--- config.mk ---
export PLATFORM = sky130hd
export DESIGN_NAME = tm1638_frame_sequencer
export DESIGN_NICKNAME = d
export VERILOG_FILES = /design/src/rtl/tm1638_frame_sequencer.sv
export SDC_FILE = /design/constraint.sdc
export NUM_CORES = 1
export LEC_CHECK = 0
export CORE_ASPECT_RATIO = 0.5
export CORE_MARGIN = 2
export CORE_UTILIZATION = 50
export DETAILED_ROUTE_END_ITERATION = 10
export GPL_TIMING_DRIVEN = 0
export MAX_ROUTING_LAYER = met4
export PLACE_DENSITY = 0.89
export SLEW_MARGIN = 5
export SYNTH_ARGS = -nofsm -noshare
export SYNTH_HDL_FRONTEND = slang
export SYNTH_SLANG_ARGS = --single-unit
--- constraint.sdc ---
create_clock -name clk_i -period 3.2 [get_ports clk_i]
set_clock_uncertainty 0.15 [all_clocks]
set_input_delay 0.48 -clock clk_i [delete_from_list [all_inputs] [get_ports clk_i]]
set_output_delay 0.48 -clock clk_i [all_outputs]
set_load 0.05 [all_outputs]
--- src/rtl/tm1638_frame_sequencer.sv ---
// TM1638 frame-level write sequencer: snapshots display inputs and streams the
// mode / address+16 data / display-control byte sequence to a byte shifter.
module tm1638_frame_sequencer #(
  parameter int unsigned RefreshCycles = 0
) (
  input  logic        clk_i,
  input  logic        rst_i,
  input  logic        start_i,
  input  logic [31:0] digits_i,
  input  logic [7:0]  leds_i,
  input  logic [2:0]  brightness_i,
  input  logic        display_on_i,
  output logic [7:0]  tx_byte_o,
  output logic        tx_valid_o,
  output logic        tx_end_o,
  input  logic        tx_ready_i,
  output logic        busy_o,
  output logic        done_o
);

  typedef enum logic [2:0] {
    StIdle,
    StMode,
    StAddr,
    StData,
    StCtrl,
    StDone
  } state_e;

  localparam logic [7:0] CmdMode = 8'h40;
  localparam logic [7:0] CmdAddr = 8'hC0;
  localparam logic [7:0] CmdOff  = 8'h80;

  state_e      state_q, state_d;
  logic [3:0]  idx_q, idx_d;
  logic        pending_q, pending_d;
  logic [31:0] refresh_q, refresh_d;
  logic [31:0] digits_q;
  logic [7:0]  leds_q;
  logic [2:0]  bright_q;
  logic        on_q;
  logic        snap;
  logic        xfer;
  logic        refresh_fire;
  logic [2:0]  digit_sel;

  function automatic logic [7:0] seg_encode(input logic [3:0] nib);
    logic [7:0] code;
    case (nib)
      4'h0:    code = 8'h3F;
      4'h1:    code = 8'h06;
      4'h2:    code = 8'h5B;
      4'h3:    code = 8'h4F;
      4'h4:    code = 8'h66;
      4'h5:    code = 8'h6D;
      4'h6:    code = 8'h7D;
      4'h7:    code = 8'h07;
      4'h8:    code = 8'h7F;
      4'h9:    code = 8'h6F;
      4'hA:    code = 8'h77;
      4'hB:    code = 8'h7C;
      4'hC:    code = 8'h39;
      4'hD:    code = 8'h5E;
      4'hE:    code = 8'h79;
      default: code = 8'h00;  // F blanks the digit
    endcase
    return code;
  endfunction

  assign xfer         = tx_valid_o & tx_ready_i;
  assign refresh_fire = (RefreshCycles != 0) && (refresh_q == RefreshCycles - 1);
  assign digit_sel    = idx_q[3:1];

  // Next-state, pending flag, refresh timer and snapshot enable.
  always_comb begin
    state_d   = state_q;
    idx_d     = idx_q;
    pending_d = pending_q;
    refresh_d = refresh_q;
    snap      = 1'b0;

    unique case (state_q)
      StIdle: begin
        if (start_i || refresh_fire) begin
          snap      = 1'b1;
          state_d   = StMode;
          refresh_d = '0;
        end else if (RefreshCycles != 0) begin
          refresh_d = refresh_q + 32'd1;
        end
      end
      StMode: begin
        if (xfer) state_d = StAddr;
      end
      StAddr: begin
        if (xfer) begin
          state_d = StData;
          idx_d   = '0;
        end
      end
      StData: begin
        if (xfer) begin
          if (idx_q == 4'd15) state_d = StCtrl;
          else                idx_d   = idx_q + 4'd1;
        end
      end
      StCtrl: begin
        if (xfer) state_d = StDone;
      end
      StDone: begin
        // A start arriving in this very cycle is treated as pending.
        if (pending_q || start_i) begin
          snap      = 1'b1;
          state_d   = StMode;
          pending_d = 1'b0;
        end else begin
          state_d   = StIdle;
          refresh_d = '0;
        end
      end
      default: state_d = StIdle;
    endcase

    if (busy_o && start_i) pending_d = 1'b1;
  end

  // Byte presented to the shifter is a pure function of state and snapshot.
  always_comb begin
    tx_byte_o  = 8'h00;
    tx_valid_o = 1'b0;
    tx_end_o   = 1'b0;
    done_o     = 1'b0;

    unique case (state_q)
      StMode: begin
        tx_valid_o = 1'b1;
        tx_byte_o  = CmdMode;
        tx_end_o   = 1'b1;
      end
      StAddr: begin
        tx_valid_o = 1'b1;
        tx_byte_o  = CmdAddr;
      end
      StData: begin
        tx_valid_o = 1'b1;
        tx_end_o   = (idx_q == 4'd15);
        if (idx_q[0]) tx_byte_o = {7'b0, leds_q[digit_sel]};
        else          tx_byte_o = seg_encode(digits_q[{digit_sel, 2'b00} +: 4]);
      end
      StCtrl: begin
        tx_valid_o = 1'b1;
        tx_end_o   = 1'b1;
        tx_byte_o  = on_q ? {5'b10001, bright_q} : CmdOff;
      end
      StDone: done_o = 1'b1;
      default: ;
    endcase

    busy_o = tx_valid_o;
  end

  always_ff @(posedge clk_i) begin
    if (rst_i) begin
      state_q   <= StIdle;
      idx_q     <= '0;
      pending_q <= 1'b0;
      refresh_q <= '0;
      digits_q  <= '0;
      leds_q    <= '0;
      bright_q  <= '0;
      on_q      <= 1'b0;
    end else begin
      state_q   <= state_d;
      idx_q     <= idx_d;
      pending_q <= pending_d;
      refresh_q <= refresh_d;
      if (snap) begin
        digits_q <= digits_i;
        leds_q   <= leds_i;
        bright_q <= brightness_i;
        on_q     <= display_on_i;
      end
    end
  end

endmodule

==> reports/metrics.csv, run 1 <==
stage;metric;value;unit
logic_synthesis;synth.cell_area;0.00264;mm2
cells_and_area;multiInputGateArea;0.00156;mm2
cts;ctsHoldBuffers;0;
floorplanning;start_util;52.8;%
setup_path;critPathMaxFanout;6;
power_and_ir_drop;seqPwrFrac;48.4;%
place;io_buffer_count;58;
power_and_ir_drop;powerDensity;415;mW/mm2
setup_path;r2r_end;digits_q[17];
detailed_routing;dr.first_iter.drc_count;149;
status;status;complete, but fails checks;
global_routing;antenna_found_initial;0;
logic_synthesis;syn-instance-count;325;
sta;grt_setup_unrepaired;true;
logic_synthesis;synthArstFlopShare;0;%
hold_path;hold_depth;2;
sta;tightest_slew;873;ps
logic_synthesis;syn_avg_cell_area;8.12;um2
setup_path;startpoint_type;flip-flop;
global_routing;track_usage;24.0;%
floorplanning;io_pins;60;
sta;drv_slew;0;
place;routabilityCongestion;0.873;
cells_and_area;syn_to_final_growth;35.5;%
cells_and_area;antenna_cells;0;
sta;fmax;0.310;GHz
sta;min_period;3230;ps
cells_and_area;final_cell_area;0.00357;mm2
setup_path;critPathKind;flip-flop to output pin;
logic_synthesis;synth_edf_count;0;
power_and_ir_drop;netSwitchingFraction;30.6;%
logic_synthesis;synth_area_leaders;dfxtp_1 39%, nand2_1 15%, a21oi_1 9.9%, mux4_2 7.7%, ha_1 3.3%;
job;maxCapViolCount;0;
cts;cts_tree;done;
setup_path;r2r-start;state_q[2];
cts;insertion_delay;310;ps
power_and_ir_drop;clockPowerShare;27.0;%
cts;cts-root-buf;clkbuf_8;
power_and_ir_drop;internal_power;1.03;mW
floorplanning;coreArea;0.00500;mm2
hold_path;worstHoldStart;bright_q[2];
detailed_routing;route.vias.total;2618;
cts;cts.sinks;52;
power_and_ir_drop;comb_power_share;24.6;%
setup_path;end_kind;output pin;
global_routing;grt_max_degree;16;
floorplanning;num_rows;18;
hold_path;hold_class;flip-flop to flip-flop;
cts;cts_buffers;5;
setup_path;arrival;2600;ps
cells_and_area;drive_above_1_share;15.5;%
sta;hold_viol;0;
detailed_routing;wire_per_inst;15.0;um
place;dpl-instance-area;0.00333;mm2
global_routing;grt_pass1_vias;2442;
cells_and_area;fill_cells;368;
cts;cts_buffer_depth;2;
logic_synthesis;yosysUniqueCellTypes;44;
setup_path;r2r_cells;6;
logic_synthesis;yosys-top-cells-count;102 x nand2_1, 52 x a21oi_1, 52 x dfxtp_1, 18 x clkbuf_1, 14 x nor2_1;
logic_synthesis;synth_fp_nets;380;
floorplanning;die_w;107;um
status;violations;setup timing;
cells_and_area;nets;453;
logic_synthesis;synth_top_area_share;39.5;%
sta;min_period_over_period;101;%
detailed_routing;via_per_inst;5.58;
setup_path;crit_start;idx_q[2];
cts;ctsHtreeMaxLevel;2;
detailed_routing;drc;0;
detailed_routing;drt-total-wl;7020;um
logic_synthesis;yosysWarnings;0;
place;dp_cells;453;
cells_and_area;instances_no_fill;469;
global_routing;overflow;0;
power_and_ir_drop;switchingPower;454;uW
sta;setup_viol;1;
cells_and_area;final-seq-area;0.00104;mm2
global_routing;grt_pass1_wl;11000;um
setup_path;cp.required;2570;ps
sta;relSlewSlack;41.4;%
power_and_ir_drop;ir_worst_vdd;0.282;mV
detailed_routing;first_pass_iters;5;
cts;path_clk_slew;100;ps
floorplanning;die_h;55.4;um
floorplanning;die_area;0.00591;mm2
power_and_ir_drop;leakage;1.33;nW
place;hpwl;4970;um
logic_synthesis;ys_dominant_reg_cell;dfxtp_1;
sta;setup_slack;-26.7;ps
cells_and_area;finalCoreUtilization;71.5;%
logic_synthesis;yosysMostFrequentCell;nand2_1;
logic_synthesis;netlist.top_cell.by_area;dfxtp_1;
logic_synthesis;ys_seq_area_share;39.5;%
logic_synthesis;ys_seq_elements;52;
detailed_routing;antenna_left;0;
setup_path;r2r_slack;1100;ps
power_and_ir_drop;total_power;1.48;mW
hold_path;min_to;bright_q[2];
[cells in the final DEF (no fill, tap or decap), types with 2 or more instances in the layout]
cell type / synthesis / layout
dfxtp_2: 0 / 2
mux2i_4: 2 / 3
inv_2: 2 / 3
clkbuf_1: 18 / 18
xnor2_1: 2 / 2
a211oi_1: 5 / 5
mux2_4: 1 / 2
mux2i_1: 5 / 3
inv_1: 4 / 3
o21ai_1: 6 / 4
o221ai_1: 3 / 2
clkdlybuf4s50_1: 0 / 51
nand2_1: 102 / 102
clkbuf_8: 0 / 6
o21ai_0: 2 / 2
and3_1: 2 / 2
nor3_1: 2 / 2
ha_1: 7 / 4
clkbuf_4: 0 / 2
nand3_1: 5 / 5
nor2_1: 14 / 14
nand2b_1: 2 / 2
o21ai_2: 0 / 2
buf_6: 1 / 6
mux4_2: 9 / 10
a21oi_1: 52 / 52
nor2b_1: 2 / 2
buf_4: 2 / 12
dfxtp_1: 52 / 50
ha_4: 0 / 3
[per-stage QoR]
step / setup slack, ps / TNS [ps] / hold slack [ps]
global placement: -730 / -4340 / 288
finish: -26.7 / -26.7 / 313
global route: -95.2 / -211 / 331
CTS: -68.6 / -68.6 / 311
detailed placement: -803 / -4820 / 298
floorplan: 5.78 / 0 / 282
[per-layer routing]
metal | global-route usage, % | routed length [um] | vias up
li1 | - | - | 1263
met1 | 28.2 | 2810 | 1226
met2 | 41.5 | 3510 | 116
met3 | 6.02 | 599 | 13
met4 | 5.94 | 100 | 0
met5 | - | 0 | -
[area by class of cell]
cell class	instances	share of cell area [%]
multi-input cells	242	43.6
flip-flops and latches	52	29.2
repair buffers	66	17.9
plain buffers	25	3.61
well taps	70	2.45
clock buffers	7	2.42
inverters	6	0.630
clock inverters	1	0.210
[worst max-delay path by stage]
stage / endpoint / slack (ps) / cells past startpoint
2_1_floorplan: tx_byte_o[6] / 6 / 9
3_3_place_gp: tx_byte_o[6] / -730 / 10
3_5_place_dp: tx_byte_o[6] / -800 / 10
4_1_cts: tx_byte_o[6] / -70 / 8
5_1_grt: tx_byte_o[4] / -100 / 8
6_report: tx_byte_o[4] / -30 / 8
[power by group through the flow]
stage	registers (mW)	clock network, mW	logic [mW]
2_1_floorplan	0.723	0	0.218
3_3_place_gp	0.730	0	0.328
3_5_place_dp	0.733	0	0.340
4_1_cts	0.718	0.394	0.346
5_1_grt	0.723	0.426	0.395
6_report	0.718	0.400	0.364
[sequential cells by signal (all words and copies together), names as in the netlist]
name       flops
leds_q         8
bright_q       3
digits_q      32
idx_q          4
state_q        3
pending_q      1
on_q           1
[repair_timing]
action                     in CTS  in global routing
gates resized for setup        48                 17
setup buffers                   4                  4
setup endpoints to repair       7                  7
pin swaps                       0                  4
[cells by family after synthesis]
group / Yosys count / share of synthesized area (%)
and+or+nand+nor: 135 / 20.7
AOI/OAI and AO/OA: 78 / 17.0
xor gates and xnor gates: 2 / 0.664
DFF: 52 / 39.5
adders and majority gates: 7 / 3.32
muxes: 20 / 13.7
buffers and inverters: 31 / 5.12
[critical path, stage by stage (launching register included)]
cell and delay (ps):
dfxtp_2 340, buf_6 140, mux4_2 530, mux2i_4 290
inv_2 120, ha_4 180, mux2_4 280, a211oi_4 220
buf_6 190
Note: power is estimated with default switching activity, not from simulation.
==> run 2: changes to the inputs <==
--- a/config.mk
+++ b/config.mk
@@ -10,6 +10,7 @@
 export CORE_UTILIZATION = 50
 export DETAILED_ROUTE_END_ITERATION = 10
 export GPL_TIMING_DRIVEN = 0
+export HOLD_SLACK_MARGIN = 0.1
 export MAX_ROUTING_LAYER = met4
 export PLACE_DENSITY = 0.89
 export SLEW_MARGIN = 5
==> results of run 2 <==
Same layout as run 1: the final DEF is identical, and so are final timing and power.
